`src/rtl/tick_sched_pkg.sv`:
```
// Shared types and defaults for the tick scheduler: FSM state encoding and default sizing.
package tick_sched_pkg;
  typedef enum logic [1:0] {
    IDLE  = 2'd0,
    RUN   = 2'd1,
    PAUSE = 2'd2
  } state_t;

  localparam int PRESCALE_DEF = 50000;
  localparam int DIV_W_DEF    = 8;
endpackage

```
`src/rtl/tick_channel.sv`:
```
// One tick channel: divides the base pulse by div and emits a registered one-cycle tick.
module tick_channel #(
  parameter int DIV_W = 8
) (
  input  logic             clk,
  input  logic             rst,
  input  logic             en,
  input  logic             clr,
  input  logic [DIV_W-1:0] div,
  output logic             tick
);
  logic [DIV_W-1:0] cnt;
  logic             wrap;

  // >= rather than == so a ratio lowered mid-count still wraps promptly
  assign wrap = (div != '0) && (cnt >= div - 1'b1);

  always_ff @(posedge clk) begin
    if (rst) begin
      cnt  <= '0;
      tick <= 1'b0;
    end else begin
      tick <= en && wrap;
      if (clr || (en && (wrap || div == '0)))
        cnt <= '0;
      else if (en)
        cnt <= cnt + 1'b1;
    end
  end
endmodule

```
`src/rtl/tick_scheduler.sv`:
```
// Shared prescaler, run/pause FSM and config port feeding NCH tick channels.
// Optional ball speed-up ramp on channel 0 is built when SPEEDUP_EN is defined.
module tick_scheduler
  import tick_sched_pkg::*;
#(
  parameter int PRESCALE    = PRESCALE_DEF,
  parameter int NCH         = 3,
  parameter int DIV_W       = DIV_W_DEF,
  parameter int DEFAULT_DIV = 1,
  parameter int RAMP_HITS   = 4,
  parameter int MIN_DIV     = 2,
  localparam int CH_W       = (NCH > 1) ? $clog2(NCH) : 1
) (
  input  logic             clk,
  input  logic             rst,
  input  logic             run,
  input  logic             pause,
  input  logic             cfg_valid,
  output logic             cfg_ready,
  input  logic [CH_W-1:0]  cfg_ch,
  input  logic [DIV_W-1:0] cfg_div,
  output logic             cfg_err,
  input  logic             hit,
  output logic             tick_base,
  output logic [NCH-1:0]   tick,
  output logic [DIV_W-1:0] ball_div,
  output logic [1:0]       state
);
  localparam int PW = $clog2(PRESCALE);

  state_t                   st;
  logic [PW-1:0]            presc;
  logic [NCH-1:0][DIV_W-1:0] div;
  logic                     base;
  logic                     hold0;
  logic                     accept;
  logic                     ch_bad;
  logic [NCH-1:0]           ch_clr;

  assign state    = st;
  assign ball_div = div[0];
  assign base     = (st == RUN) && (presc == PW'(PRESCALE - 1));
  assign hold0    = !run || (st == IDLE);
  assign accept   = cfg_valid && cfg_ready;
  assign ch_bad   = ({1'b0, cfg_ch} >= (CH_W + 1)'(NCH));

  // cfg_ready is registered alongside the state so it tracks "not RUN"
  always_ff @(posedge clk) begin
    if (rst) begin
      st        <= IDLE;
      cfg_ready <= 1'b1;
    end else if (!run) begin
      st        <= IDLE;
      cfg_ready <= 1'b1;
    end else begin
      case (st)
        IDLE: begin
          st        <= RUN;
          cfg_ready <= 1'b0;
        end
        RUN: if (pause) begin
          st        <= PAUSE;
          cfg_ready <= 1'b1;
        end
        PAUSE: if (!pause) begin
          st        <= RUN;
          cfg_ready <= 1'b0;
        end
        default: begin
          st        <= IDLE;
          cfg_ready <= 1'b1;
        end
      endcase
    end
  end

  always_ff @(posedge clk) begin
    if (rst) begin
      presc     <= '0;
      tick_base <= 1'b0;
      cfg_err   <= 1'b0;
    end else begin
      tick_base <= base;
      cfg_err   <= accept && ch_bad;
      if (hold0)
        presc <= '0;
      else if (st == RUN)
        presc <= base ? '0 : presc + 1'b1;
    end
  end

`ifdef SPEEDUP_EN
  localparam int HW = (RAMP_HITS > 1) ? $clog2(RAMP_HITS) : 1;

  logic [HW-1:0]    hit_cnt;
  logic [DIV_W-1:0] shadow;
  logic             enter_idle;
  logic             acc0;
  logic             step_dn;

  assign enter_idle = !run && (st != IDLE);
  assign acc0       = accept && (cfg_ch == '0);
  assign step_dn    = (st == RUN) && hit && (hit_cnt == HW'(RAMP_HITS - 1));

  always_ff @(posedge clk) begin
    if (rst) begin
      hit_cnt <= '0;
      shadow  <= DIV_W'(DEFAULT_DIV);
    end else begin
      if (acc0)
        shadow <= cfg_div;
      if (enter_idle || acc0)
        hit_cnt <= '0;
      else if ((st == RUN) && hit)
        hit_cnt <= step_dn ? '0 : hit_cnt + 1'b1;
    end
  end
`else
  logic unused_speedup;
  assign unused_speedup = &{1'b0, hit, RAMP_HITS[0], MIN_DIV[0]};
`endif

  // A config write is applied last so it wins over the idle restore
  always_ff @(posedge clk) begin
    if (rst) begin
      for (int i = 0; i < NCH; i++)
        div[i] <= DIV_W'(DEFAULT_DIV);
    end else begin
`ifdef SPEEDUP_EN
      if (enter_idle)
        div[0] <= shadow;
      else if (step_dn && (div[0] > DIV_W'(MIN_DIV)))
        div[0] <= div[0] - 1'b1;
`endif
      for (int i = 0; i < NCH; i++)
        if (accept && (cfg_ch == CH_W'(i)))
          div[i] <= cfg_div;
    end
  end

  for (genvar g = 0; g < NCH; g++) begin : g_ch
    assign ch_clr[g] = hold0 || (accept && (cfg_ch == CH_W'(g)));

    tick_channel #(.DIV_W(DIV_W)) u_ch (
      .clk  (clk),
      .rst  (rst),
      .en   (base),
      .clr  (ch_clr[g]),
      .div  (div[g]),
      .tick (tick[g])
    );
  end
endmodule

```
`config.mk`:
```
export PLATFORM = sky130hd
export DESIGN_NAME = tick_scheduler
export DESIGN_NICKNAME = d
export VERILOG_FILES = /design/src/rtl/tick_sched_pkg.sv /design/src/rtl/tick_channel.sv /design/src/rtl/tick_scheduler.sv
export SDC_FILE = /design/constraint.sdc
export NUM_CORES = 1
export LEC_CHECK = 0
export CAP_MARGIN = 15
export CORE_MARGIN = 2
export CORE_UTILIZATION = 41
export DETAILED_ROUTE_END_ITERATION = 7
export PLACE_DENSITY_LB_ADDON = 0.15
export SLEW_MARGIN = 10
export SYNTH_ARGS = -nofsm -noshare
export SYNTH_HDL_FRONTEND = slang
export SYNTH_SLANG_ARGS = --single-unit
export TNS_END_PERCENT = 100
```
`constraint.sdc`:
```
create_clock -name clk -period 2.6 [get_ports clk]
set_input_delay 0.26 -clock clk [delete_from_list [all_inputs] [get_ports clk]]
set_output_delay 0.26 -clock clk [all_outputs]
set_load 0.02 [all_outputs]
```
; ---- After elaboration in Yosys (flattened, before gate mapping)
; Cells that the tools add are included.
[op_classes]
bitwise = 1
reduce_logical = 40
n_lt_le_gt_ge = 4
add_sub_neg = 7
n_eq_ne = 7
n_shift = 0
mul = 0
div_mod_pow = 0
muxes = 7
[op_table]
columns = operator, count
row1 = adder 8 x 1 -> 8 bit (second input constant), 3
row2 = greater-or-equal comparator 8 bit, 3
row3 = zero test 8 bit, 3
row4 = nonzero test 8 bit, 3
row5 = subtractor 8 x 1 -> 8 bit (second input constant), 3
row6 = adder 16 x 1 -> 16 bit (second input constant), 1
row7 = == test 16 bit (second input constant), 1
row8 = 2-to-1 mux 16 bit, 1
row9 = logical AND 1 bit, 15
row10 = logical OR 1 bit, 10
row11 = OR reduction 2 bit, 5
row12 = one-hot mux 2 bit (3 select lines), 1
row13 = == test 2 x 1 -> 1 bit (second input constant), 2
row14 = == test 2 bit (second input constant), 2
row15 = zero test 2 bit, 2
row16 = 2-to-1 mux 2 bit, 2
row17 = != test 2 bit (second input constant), 2
row18 = one-hot mux 1 bit (3 select lines), 1
row19 = greater-or-equal comparator 2 bit (second input constant), 1
row20 = 2-to-1 mux 1 bit, 2
row21 = AND reduction 2 bit, 1
row22 = zero test 1 bit, 1
row23 = NOT 1 bit, 1
[totals]
memories = 0
register_bits = 72
mem_bits_rw = 0
latch_bits = 0
out_inout_bits = 16
romBits = 0

; ---- Depth between registers and ports, before layout
; Gate-level depths: netlist of run 1.
[logic_depth]
depth_word = 7
ltp_mapped = 10

; ---- Cells and area by module
; A second synthesis of run 1 with hierarchy kept.
[unflattened]
cells_unflattened = 477
hier_area_um2 = 4077.7
[modules_own_cells]
columns = module, seq_area_each_um2, cells_per_inst, area_each_um2, instances
row1 = tick_channel, 180.2, 82, 715.7, 3
row2 = tick_scheduler, 900.9, 231, 1930.6, 1

; ---- Least setup slack after synthesis of run 1
; OpenSTA, ideal clock, no wires.
[synth_timing]
kind = flip-flop to flip-flop
from = register div[18] (netlist bit)
to = register g_ch[2].u_ch.cnt[2]
stages_incl_launch_ff = 11
t_arrival_ns = 2.463
n_path_buf = 0
setup_slack_ns = 0.063
setup_ns = 0.074
cell_sequence = dfxtp_1 -> nor3_1 -> nand3_1 -> nor3_1 -> xnor2_1 -> ha_1 -> a21oi_1 -> o21ai_0 -> a211oi_1 -> nand4b_1 -> a31oi_1
[synth_via]
elab_chain_cells = 7
elab_cells_between_ends = 9
cone_classes = add/sub (1) / order compare (1) / reduce/logical (7)
[synth_rtl]
columns = item, line_no
row1 = "start, declared", tick_scheduler.sv:33  ; logic [NCH-1:0][DIV_W-1:0] div;
row2 = "start signal, assigned by index", tick_scheduler.sv:127  ; div[i] <= DIV_W'(DEFAULT_DIV);
row3 = "start signal, assigned by index", tick_scheduler.sv:137  ; div[i] <= cfg_div;
row4 = subtractor 8 x 1 -> 8 bit, tick_channel.sv:16  ; assign wrap = (div != '0) && (cnt >= div - 1'b1);
row5 = greater-or-equal comparator 8 bit, tick_channel.sv:16
row6 = logical AND 1 bit, tick_channel.sv:16
row7 = logical OR 1 bit (*), tick_channel.sv:24  ; if (clr || (en && (wrap || div == '0)))
row8 = logical AND 1 bit (*), tick_channel.sv:24
row9 = logical OR 1 bit (*), tick_channel.sv:24
row10 = OR reduction 2 bit (no source line) (*), n/a
row11 = "end signal, assigned", tick_channel.sv:27  ; cnt <= cnt + 1'b1;
row12 = "end, declared", tick_channel.sv:12  ; logic [DIV_W-1:0] cnt;
; Mark *: on every way between the ends. The rest lies on a longest branch, timed or not.
; A chain may end at the register's enable or synchronous reset.

; ---- Final worst setup path of run 1
[layout_timing]
from = register presc[11]
to = register g_ch[2].u_ch.cnt[5]
[layout_via]
elab_chain_cells = 5
[layout_rtl]
columns = item, line_no
row1 = "start, declared", tick_scheduler.sv:32  ; logic [PW-1:0] presc;
row2 = "start signal, assigned", tick_scheduler.sv:88  ; presc <= base ? '0 : presc + 1'b1;
row3 = == test 16 bit (*), tick_scheduler.sv:42  ; assign base = (st == RUN) && (presc == PW'(PRESCALE - 1));
row4 = logical AND 1 bit (*), tick_scheduler.sv:42
row5 = logical AND 1 bit, tick_channel.sv:24
row6 = logical OR 1 bit, tick_channel.sv:24
row7 = OR reduction 2 bit (no source line), n/a
; Marks and branches as above.

==> results of run 1 <==
where the power goes:
part | total, W | switching [W] | internal (W)
clock network | 0.000985 | 0.000424 | 0.000561
logic | 0.000245 | 0.000137 | 0.000108
registers | 0.00113 | 0.0000176 | 0.00112
total | 0.00237 | 0.000579 | 0.00179
metrics by stage:
stage / util / setup slack (ns)
floorplan: - / 0.0627
finish: 0.497 / 0.200
CTS: 0.494 / 0.0935
global route: 0.497 / -0.0000298
detailed placement: 0.470 / 0.120
global placement: 0.470 / 0.228
metal layers:
metal / up-vias / routed length (um)
li1: 1725 / -
met1: 1548 / 4260
met2: 60 / 4090
met3: 12 / 271
met4: 0 / 142
met5: - / 0
Yosys cell counts (7+ instances only):
cell,number
clkbuf_1,11
nand3_1,26
nor4_1,9
nor3_1,30
a21oi_1,34
inv_1,14
dfxtp_1,72
a211oi_1,11
o21ai_0,7
xnor2_1,32
nand4_1,7
xor2_1,17
nand2_1,75
buf_4,11
ha_1,31
nor2_1,35
how the worst max path moves through the flow:
stage	start	to	slack (ns)
floorplan	div[18]	g_ch[2].u_ch.cnt[2]	0.06
global placement	div[18]	g_ch[2].u_ch.cnt[2]	0.23
detailed placement	div[18]	g_ch[2].u_ch.cnt[2]	0.12
CTS	div[18]	g_ch[2].u_ch.cnt[2]	0.09
global route	ball_div[0]	g_ch[0].u_ch.cnt[7]	-0.00003
finish	presc[11]	g_ch[2].u_ch.cnt[5]	0.20
state kept, by name (all words and copies together), names as in the netlist:
| register | flops |
|---|---|
| presc | 16 |
| cfg_err | 1 |
| g_ch.u_ch.cnt | 24 |
| state | 2 |
| tick_base | 1 |
| g_ch.u_ch.tick | 3 |
| ball_div | 8 |
| div | 16 |
| cfg_ready | 1 |
logic make-up after synthesis:
group	synth area share
compound gates	0.100
xor+xnor	0.109
fa+ha+maj	0.101
buf+inv	0.0506
flops	0.364
mux	0.00506
simple gates	0.271
final cells by class:
type / instances / area (um2)
Clock buffer: 10 / 138
Clock inverter: 5 / 81.3
Fill cell: 950 / 4670
Inverter: 14 / 52.6
Multi-Input combinational cell: 368 / 2340
Sequential cell: 72 / 1440
Tap cell: 129 / 161
Timing Repair Buffer: 43 / 398
repair_timing:
item                                   in CTS  in global routing
gates resized for setup                     0                  8
endpoints found under the hold margin       0                  0
setup buffers                               0                  0
setup endpoints to repair                   0                 22
hold buffers                                0                  0
critical path: stages (launching register included):
cell and delay, ns:
dfxtp_1 0.35, or4b_2 0.78, nor3_1 0.36, nand2_1 0.23, buf_4 0.22, o21bai_1 0.26, nor2_1 0.09
==> impl_metrics.env, run 1 <==
export IMPL_grt_pass1_vias=3125
export IMPL_max_slew_worst_pin_slew_ns=0.612
export IMPL_drive_gt1_frac=0.0742
export IMPL_grt_pass1_wl_mm=15.2
export IMPL_ys_seq_area_frac=0.364
export IMPL_drtIter0Drc=135
export IMPL_drt_wl_total_mm=8.75
export IMPL_ys_ff_latch=72
export IMPL_clk_latency_ns=0.35
export IMPL_required_ns=2.83
export IMPL_run_status="complete, no violations"
export IMPL_cts_root_buf="clkbuf_8"
export IMPL_min_from="div[9]"
export IMPL_fin_skew_ns=0.0112
export IMPL_grt_busiest_layer="met2"
export IMPL_slew_viol_final=0
export IMPL_dr_pass1_iters=4
export IMPL_viasPerCell=5.22
export IMPL_die_w_um=102
export IMPL_grt_usage=0.184
export IMPL_cts_buffers=9
export IMPL_layoutNonFillerInstCount=641
export IMPL_use_met3=0.0246
export IMPL_rows=35
export IMPL_antenna_found_initial=0
export IMPL_tns_ns=0
export IMPL_synth_top_cell_area_share=0.364
export IMPL_ys_flop_type="dfxtp_1"
export IMPL_fin_nets=555
export IMPL_max_clock_freq_mhz=417
export IMPL_synthToLayoutAreaGrowth_pct=16.6
export IMPL_mostFrequentLayoutCells="75 x nand2_1, 70 x dfxtp_1, 35 x nor2_1"
export IMPL_drc=0
export IMPL_dpl_cell_area_um2=4370
export IMPL_ir_drop_v=0.000219
export IMPL_grt_ovfl_total=0
export IMPL_p_leak_nw=1.55
export IMPL_pin_count=32
export IMPL_grt_use_met1=0.255
export IMPL_die_y_um=102
export IMPL_initial_utilization=0.426
export IMPL_fin_area_um2=4610
export IMPL_dpl_hpwl_mm=6.63
export IMPL_synth_area_leaders="dfxtp_1 36%, ha_1 9.8%, nand2_1 7.1%"
export IMPL_cts_tree="done"
export IMPL_final_hold_viol_count=0
export IMPL_crit_arrival_ns=2.63
export IMPL_fin_hold_ws_ns=0.475
export IMPL_r2r_start="presc[11]"
export IMPL_clk_pin_slew_ns=0.08
export IMPL_grt_use_met2=0.290
export IMPL_postRouteAntennaNets=0
export IMPL_layout_commonest_cell="nand2_1"
export IMPL_syn_area_um2=3960
export IMPL_pwr_density_cell_nw_per_um2=513
export IMPL_rrSetupSlack_ns=0.20
export IMPL_synth_nets=528
export IMPL_worst_hold_path_endpoint="div[9]"
export IMPL_syn_avg_cell_area_um2=8.22
export IMPL_r2r_end="g_ch[2].u_ch.cnt[5]"
export IMPL_placedCellCount=626
export IMPL_start_kind="flop"
export IMPL_cts_buffer_depth=2
export IMPL_vias=3345
export IMPL_crit_path_end_kind="flop"
export IMPL_final_period_utilization=0.923
export IMPL_finalSetupViolCount=0
export IMPL_cts_sinks=72
export IMPL_numPortBuffers=30
export IMPL_relSlewSlack=0.590
export IMPL_synth_edf_count=0
export IMPL_h_tree_depth=3
export IMPL_hp_class="flop to flop"
export IMPL_whs_path_depth=2
export IMPL_die_area_um2=10400
export IMPL_critPathMaxFanout=7
export IMPL_synth_async_reset_ratio=0
export IMPL_reg2reg_depth=6
export IMPL_yosysTopAreaCell="dfxtp_1"
export IMPL_fin_crit_ns=2.40
export IMPL_yosys_warnings=0
export IMPL_grt_max_degree=28
export IMPL_ys_types=44
export IMPL_wl_per_cell_um=13.7
export IMPL_maxCapViolations=0
export IMPL_synth_cells=481
export IMPL_path_class="flop to flop"
export IMPL_place_congestion=0.810
export IMPL_power_w=0.00237
export IMPL_n_antenna_cell=0
export IMPL_core_area_um2=9280
(Power assumes the default switching activity.)
==> inputs of run 2 (changes only) <==
==> constraint.sdc (replaced) <==
create_clock -name clk -period 2.6 [get_ports clk]
set_input_delay 0.39 -clock clk [delete_from_list [all_inputs] [get_ports clk]]
set_output_delay 0.39 -clock clk [all_outputs]
set_load 0.02 [all_outputs]
==> run 2 against run 1 <==
Net effect:
- first-iteration DRC count decreased by 28%
- core utilization increased by 0.34 points
- sequential power about the same
- non-clock buffer count increased by 1
- largest power group unchanged
==> impl_metrics.env, run 2 (synthesis results as in run 1) <==
export IMPL_max_slew_worst_pin_slew_ns=0.624
export IMPL_pin_count=32
export IMPL_postCtsSetupRepairBufs=0
export IMPL_numPortBuffers=30
export IMPL_pwr_density_cell_nw_per_um2=533
export IMPL_core_area_um2=9280
export IMPL_cts_resized_gates=0
export IMPL_vias=3322
export IMPL_drc=0
export IMPL_die_w_um=102
export IMPL_rows=35
export IMPL_dr_pass1_iters=4
export IMPL_slew_viol_final=0
export IMPL_p_int_w=0.00189
export IMPL_clk_pin_slew_ns=0.08
export IMPL_start_kind="flop"
export IMPL_crit_path_end_kind="flop"
export IMPL_grt_pass1_vias=3038
export IMPL_maxCapViolations=0
export IMPL_layout_commonest_cell="nand2_1"
export IMPL_synthToLayoutAreaGrowth_pct=17.4
export IMPL_p_seq_frac=0.458
export IMPL_grt_usage=0.180
export IMPL_ir_drop_v=0.000229
export IMPL_hp_class="flop to flop"
export IMPL_p_leak_nw=1.57
export IMPL_grt_pass1_wl_mm=14.8
export IMPL_drtIter0Drc=97
export IMPL_dpl_cell_area_um2=4370
export IMPL_n_antenna_cell=0
export IMPL_fin_crit_ns=2.41
export IMPL_run_status="complete, no violations"
export IMPL_relSlewSlack=0.582
export IMPL_path_class="flop to flop"
export IMPL_fin_skew_ns=0.0135
export IMPL_fin_nets=556
export IMPL_viasPerCell=5.17
export IMPL_cts_buffers=9
export IMPL_postRouteAntennaNets=0
export IMPL_die_area_um2=10400
export IMPL_clkPwrFrac=0.444
export IMPL_grt_max_degree=28
export IMPL_tns_ns=0
export IMPL_critPathMaxFanout=5
export IMPL_p_comb_frac=0.099
export IMPL_die_y_um=102
export IMPL_initial_utilization=0.426
export IMPL_regMostFlops="g_ch.u_ch.cnt"
export IMPL_final_period_utilization=0.927
export IMPL_largest_reg_flops=24
export IMPL_rsz0062_at_grt="false"
export IMPL_power_net_switching_w=0.000589
export IMPL_cts_tree="done"
export IMPL_power_w=0.00248
export IMPL_drt_wl_total_mm=8.86
export IMPL_h_tree_depth=3
export IMPL_crit_arrival_ns=2.69
export IMPL_dpl_hpwl_mm=6.64
export IMPL_cts_sinks=72
export IMPL_largest_registers="g_ch.u_ch.cnt: 24 flops, div: 16 flops, presc: 16 flops"
export IMPL_drive_gt1_frac=0.0720
export IMPL_grt_ovfl_total=0
export IMPL_cts_root_buf="clkbuf_8"
export IMPL_n_fill_cell=922
export IMPL_cts_buffer_depth=2
export IMPL_required_ns=2.88
export IMPL_place_congestion=0.805
export IMPL_finalSetupViolCount=0
export IMPL_final_hold_viol_count=0
export IMPL_holdBufCountCts=0
export IMPL_antenna_found_initial=0
export IMPL_wl_per_cell_um=13.8
export IMPL_mostFrequentLayoutCells="75 x nand2_1, 72 x dfxtp_1, 35 x nor2_1"
export IMPL_clk_latency_ns=0.35
export IMPL_fin_area_um2=4640
export IMPL_max_clock_freq_mhz=415
export IMPL_switching_share=0.238
[run 2: cell types whose count changed in the layout (fill, tap and decap cells not counted), sizes merged]
cell | previous run | this run
buf | 13 | 14
bufinv | 2 | 3
clkbuf | 10 | 11
clkinvlp | 1 | 0
[run 2: critical path: stages (launching register included)]
cell     delay [ns]
dfxtp_1        0.36
or4b_1         0.54
or4_1          0.50
or2_4          0.29
or4_1          0.51
a21oi_1        0.15
[run 2: power by group through the flow]
stage / Combinational, W / Clock [W] / Sequential (W)
after floorplan: 0.000153 / 0 / 0.00116
after global placement: 0.000238 / 0 / 0.00116
after detailed placement: 0.000242 / 0 / 0.00116
after CTS: 0.000244 / 0.00112 / 0.00113
after global routing: 0.000274 / 0.00117 / 0.00114
final: 0.000244 / 0.00110 / 0.00113
[run 2: final timing paths]
check,from,end,slack (ns),cells past startpoint
worst min register to register,div[17],div[17],0.48,2
worst max-delay path,presc[4],g_ch[2].u_ch.cnt[7],0.19,5
worst min-delay path,div[17],div[17],0.48,2
worst max register to register,presc[4],g_ch[2].u_ch.cnt[7],0.19,5
[run 2: layout make-up]
cell class                 instances  area (um2)  share of cell area
clock buffer                      11         141              0.0304
clock inverter                     5         104              0.0224
tap                              129         161              0.0348
timing repair buffer              44         405              0.0873
inverter                          14        52.6              0.0113
sequential                        72        1440               0.310
multi-input combinational        368        2340               0.504
[run 2: per-layer routing]
metal,GRT usage,routed length (um),up-vias
met4,0.0687,107,0
met1,0.247,4480,1552
met5,0,0,-
met2,0.284,4070,24
met3,0.0274,200,10
li1,-,-,1736
[run 2: metrics by stage]
stage / util / std cells / worst slack, ns / hold slack, ns
after floorplan: - / 481 / 0.0627 / 0.449
after global placement: 0.471 / 627 / 0.218 / 0.464
after detailed placement: 0.471 / 627 / 0.154 / 0.475
after CTS: 0.498 / 643 / 0.124 / 0.487
after global routing: 0.500 / 643 / 0.0206 / 0.502
final: 0.500 / 643 / 0.190 / 0.484
==> edit 1: new RTL, settings of run 1 <==
Add an input register stage for `cfg_valid`; this delays it by one clock. The other inputs are not delayed to match.
--- a/src/rtl/tick_scheduler.sv
+++ b/src/rtl/tick_scheduler.sv
@@ -28,6 +28,12 @@
 );
   localparam int PW = $clog2(PRESCALE);
 
+  logic cfg_valid_q;
+
+  always_ff @(posedge clk) begin
+    cfg_valid_q <= cfg_valid;
+  end
+
   state_t                   st;
   logic [PW-1:0]            presc;
   logic [NCH-1:0][DIV_W-1:0] div;
@@ -41,7 +47,7 @@
   assign ball_div = div[0];
   assign base     = (st == RUN) && (presc == PW'(PRESCALE - 1));
   assign hold0    = !run || (st == IDLE);
-  assign accept   = cfg_valid && cfg_ready;
+  assign accept   = cfg_valid_q && cfg_ready;
   assign ch_bad   = ({1'b0, cfg_ch} >= (CH_W + 1)'(NCH));
 
   // cfg_ready is registered alongside the state so it tracks "not RUN"
Check against the original RTL: not equivalent (Yosys sat finds a counterexample within 4 cycles, from zero or initial values and one cycle with rst high).
==> edit 1 against run 1 <==
  * Maximum frequency decreased by 0.13%
  * Wire length grew 1.4%
  * Hold slack lost 0.13 ns
  * Setup slack worse by 0.0032 ns
  * Synthesized area grew 0.51%
  * Design area increased by 0.76%
  * Sequential cell count rose by 1
  * Via count about the same
  * Power increased by 3.8%
  * Critical path type unchanged
  * Largest cell class unchanged
==> edit 1: results (changes against run 1) <==
vias in the first global route=3,162 (+1.2%); initial antenna violation count=0 (unchanged); critical path's top delay family=simple AND/OR/NAND/NOR gates; Worst-Skew Late Latency=0.35 ns (about the same); skew final=0.0115 ns (+0.000363 ns); routability cong.=0.816 (+0.82%); largest net degree at the start of global routing=28 (unchanged); Leak=1.57 nW (+1.2%); Max-slew headroom=64.9% (+5.9 points); ys flop type=dfxtp_1; First-pass DRT Iterations=4 (unchanged); Clock Path Buffers=2 (unchanged); 1st-iter DRT viols=132 (-2.2%); Synth area leaders=dfxtp_1 (37%), ha_1 (9.8%), nand2_1 (7.1%); maximum VDD drop=0.305 mV (+39%); cts bufs inserted=9 (unchanged); Worst EP arrival=2.69 ns (+0.06 ns); Via density=5.20 (-0.34%); worst hold-check path type=in -> reg; Worst Path Max Fanout=5 (-2); share of cells above drive strength 1=7.39% (-0.029 points); DRT Wirelength=8870 um (+1.4%); Max stage delay cell, worst path=or4b_1; register area share after synthesis=36.8% (+0.32 points); fraction of registers with async set or reset after synthesis=0% (unchanged); outcome=finished, final reports clean; Synth Warn #=0 (unchanged); total nets after synthesis=529 (+0.19%); root buffer cell=clkbuf_8; nets=557 (+0.36%); Unique masters post-synth=44 (unchanged); fillers=950 (unchanged); Clock Pin Slew Worst Setup and Hold Paths=0.08 ns (about the same); global-route wire length before repair=15,200 um (about the same); Final HPWL DP=6590 um (-0.59%); overall global routing resource usage=18.4% (+0.042 points); I/O Buffers=30 (unchanged); biggest regs=g_ch.u_ch.cnt x24, div x16, presc x16; setup repair bufs after CTS=0 (unchanged); Slowest Stage Delay on Critical Path=0.55 ns (-0.23 ns); htree depth=3 (unchanged); Diodes inserted=0 (unchanged); most frequent cells after synthesis=nand2_1 (75), dfxtp_1 (73), nor2_1 (35)
==> edit 1: changes by cell type in the layout (fill, tap and decap cells not counted), sizes merged <==
cell	delta
clkbuf	-1
buf	+1
bufinv	+1
dfxtp	+1
==> edit 1: power by group <==
part           total, mW  internal, mW  switching [mW]
logic              0.245         0.109           0.136
clock network       1.06         0.629           0.430
registers           1.15          1.13          0.0174
total               2.45          1.87           0.584
==> edit 1: routing by layer <==
| metal | GRT usage, % | vias up | part of all wire (%) |
|---|---|---|---|
| met5 | 0 | - | 0 |
| met1 | 24.5 | 1570 | 50 |
| met2 | 30.0 | 30 | 47 |
| met4 | 4.41 | 0 | 1.1 |
| li1 | - | 1732 | - |
| met3 | 4.86 | 12 | 2.1 |
==> edit 1: kinds of logic after synthesis <==
group	after synthesis	synth area share, %
simple gates	219	26.9
flops	73	36.8
compound gates	66	9.95
xor+xnor	49	10.8
buf+inv	41	5.04
fa+ha+maj	32	10.0
mux	2	0.504
==> edit 1: per-stage QoR <==
stage	std cells	setup WS, ns	hold slack [ns]	instance area (um2)
floorplan	482	0.0627	0.288	3980
global route	643	0.00521	0.320	4650
CTS	643	0.128	0.325	4630
finish	643	0.196	0.344	4650
global placement	628	0.199	0.470	4390
detailed placement	628	0.150	0.471	4390
==> edit 1: path summary, 6_finish.rpt <==
| kind | slack, ns | to | startpoint | depth (start not counted) |
|---|---|---|---|---|
| min | 0.34 | cfg_valid_q | cfg_valid | 1 |
| min reg2reg | 0.48 | div[9] | div[9] | 2 |
| max reg2reg | 0.20 | g_ch[2].u_ch.cnt[7] | presc[4] | 5 |
| max | 0.20 | g_ch[2].u_ch.cnt[7] | presc[4] | 5 |
==> edit 1: area by class of cell <==
class                      instances  area [um2]  share of cell area [%]
multi-input combinational        368        2340                    50.3
sequential                        73        1460                    31.4
timing repair buffer              44         405                    8.72
tap                              129         161                    3.47
clock buffer                       9         124                    2.66
clock inverter                     6         108                    2.31
inverter                          14        52.6                    1.13
==> edit 1: worst reg2reg max path: stages (launching register included) <==
cell,delay (ns)
dfxtp_1,0.36
or4b_1,0.55
or4_1,0.50
or2_4,0.29
or4_1,0.50
a21oi_1,0.14
==> edit 1: what timing repair did <==
action,in CTS,in global routing
hold buffers,0,0
setup endpoints to repair,0,16
gates resized for setup,0,6
==> edit 2: new RTL, settings of run 1 <==
Without the edit above. The option `SPEEDUP_EN` is turned on by a define.
--- a/src/rtl/tick_scheduler.sv
+++ b/src/rtl/tick_scheduler.sv
@@ -1,5 +1,7 @@
 // Shared prescaler, run/pause FSM and config port feeding NCH tick channels.
 // Optional ball speed-up ramp on channel 0 is built when SPEEDUP_EN is defined.
+`define SPEEDUP_EN
+
 module tick_scheduler
   import tick_sched_pkg::*;
 #(
Check against the original RTL: not equivalent (a bounded check fails within 10 cycles, from zero or initial values and one cycle with rst high).
==> edit 2 against run 1 <==
  * Synthesized area rose by 11%
  * Wire length rose by 15%
  * Power rose by 11%
  * Critical path type unchanged
  * Design area rose by 11%
  * Sequential power rose by 16%
  * Setup slack got worse by 0.054 ns
  * Non-clock buffer count rose by 6
  * Critical endpoint unchanged
  * Sequential cell count rose by 10
==> edit 2: results (changes against run 1) <==
flop2flop setup slack=0.15 ns (-0.05 ns); initial antenna violation count=0 (unchanged); nets=611 (+10%); largest net degree at the start of global routing=39 (+39%); 1st-iter DRT viols=116 (-14%); register area share after synthesis=37.5% (+1.0 points); overall global routing resource usage=18.4% (about the same); Max stage delay cell, worst path=or4b_1; total nets after synthesis=579 (+9.7%); vias in the first global route=3,470 (+11%); DRT Wirelength=10,100 um (+15%); Worst Path Max Fanout=8 (+1); sw power=687 uW (+19%); I/O Buffers=31 (+3.3%); Synth area leaders=dfxtp_1 (37%), ha_1 (9.7%), nand2_1 (7.3%); placed cell areas=4850 um2 (+11%); outcome=finished, final reports clean; Unique masters post-synth=52 (+18%); Least-Margin Pin Slew=0.789 ns (+0.176 ns); Via density=5.25 (+0.56%); fillers=1,048 (+10%); Leak=1.86 nW (+20%); Slowest Stage Delay on Critical Path=0.54 ns (-0.24 ns); Cells after Synth=529 (+10%); most frequent cells after synthesis=nand2_1 (85), dfxtp_1 (82), nor2_1 (60); wire length per cell=14.4 um (+5.2%); First-pass DRT Iterations=5 (+1); routability cong.=0.839 (+3.5%); global-route wire length before repair=16,700 um (+10%); hold_ws=0.449 ns (-0.0256 ns); biggest regs=g_ch.u_ch.cnt x24, div x16, presc x16; final design area excluding fillers=5100 um2 (+11%); Synth Warn #=0 (unchanged); dpl cells=686 (+9.6%); skew final=0.00984 ns (-0.00135 ns); maximum VDD drop=0.268 mV (+22%); Final HPWL DP=7430 um (+12%); worst hold-check path type=reg -> reg; share of cells above drive strength 1=9.19% (+1.8 points)
[edit 2: worst min-delay path, cell delays in order, from the launching register on]
cell     delay, ns
dfxtp_1       0.32
nand2_1       0.05
nand2_1       0.04
[edit 2: layer usage]
| metal | routed length, um | GRT usage [%] | up-vias |
|---|---|---|---|
| li1 | - | - | 1885 |
| met2 | 4850 | 31.5 | 56 |
| met3 | 305 | 2.48 | 11 |
| met1 | 4770 | 23.5 | 1732 |
| met5 | 0 | 0 | - |
| met4 | 167 | 7.14 | 0 |
[edit 2: per-stage QoR]
| step | setup slack [ns] | total power [mW] |
|---|---|---|
| 2_1_floorplan | 0.268 | 1.55 |
| 3_3_place_gp | 0.0989 | 1.67 |
| 3_5_place_dp | 0.0265 | 1.67 |
| 4_1_cts | 0.0420 | 2.64 |
| 5_1_grt | -0.0172 | 2.74 |
| 6_report | 0.146 | 2.62 |
[edit 2: kinds of logic (layout without fill, tap and decap cells)]
| family | count (synthesis) | after routing | synth area share, % |
|---|---|---|---|
| compound gates | 83 | 83 | 11.6 |
| xor+xnor | 53 | 53 | 10.6 |
| fa+ha+maj | 35 | 35 | 9.94 |
| buf+inv | 42 | 79 | 4.77 |
| flops | 82 | 82 | 37.5 |
| mux | 3 | 3 | 0.714 |
| simple gates | 231 | 231 | 24.9 |
[edit 2: area by class of cell]
cell class / count / area share (%)
multi-input cells: 405 / 50.4
flip-flops and latches: 82 / 32.2
repair buffers: 49 / 8.97
well taps: 136 / 3.33
clock buffers: 12 / 3.04
inverters: 14 / 1.03
clock inverters: 4 / 0.981
[edit 2: path summary, 6_finish.rpt]
kind | from | endpoint | cells after the start
worst max-delay path | presc[4] | g_ch[2].u_ch.cnt[5] | 7
worst min-delay path | shadow[0] | shadow[0] | 2
worst max register to register | presc[4] | g_ch[2].u_ch.cnt[5] | 7
worst min register to register | shadow[0] | shadow[0] | 2
[edit 2: power groups by stage]
stage | sequential [mW] | clock [mW] | combinational, mW
4_1_cts | 1.31 | 0.998 | 0.341
2_1_floorplan | 1.33 | 0 | 0.219
5_1_grt | 1.31 | 1.04 | 0.389
3_5_place_dp | 1.33 | 0 | 0.337
3_3_place_gp | 1.33 | 0 | 0.331
6_report | 1.31 | 0.966 | 0.346
[edit 2: what timing repair did]
item,4_1_cts,5_1_grt
setup endpoints to repair,3,24
resized for setup,1,10
hold buffers,0,0
pin swaps,0,1
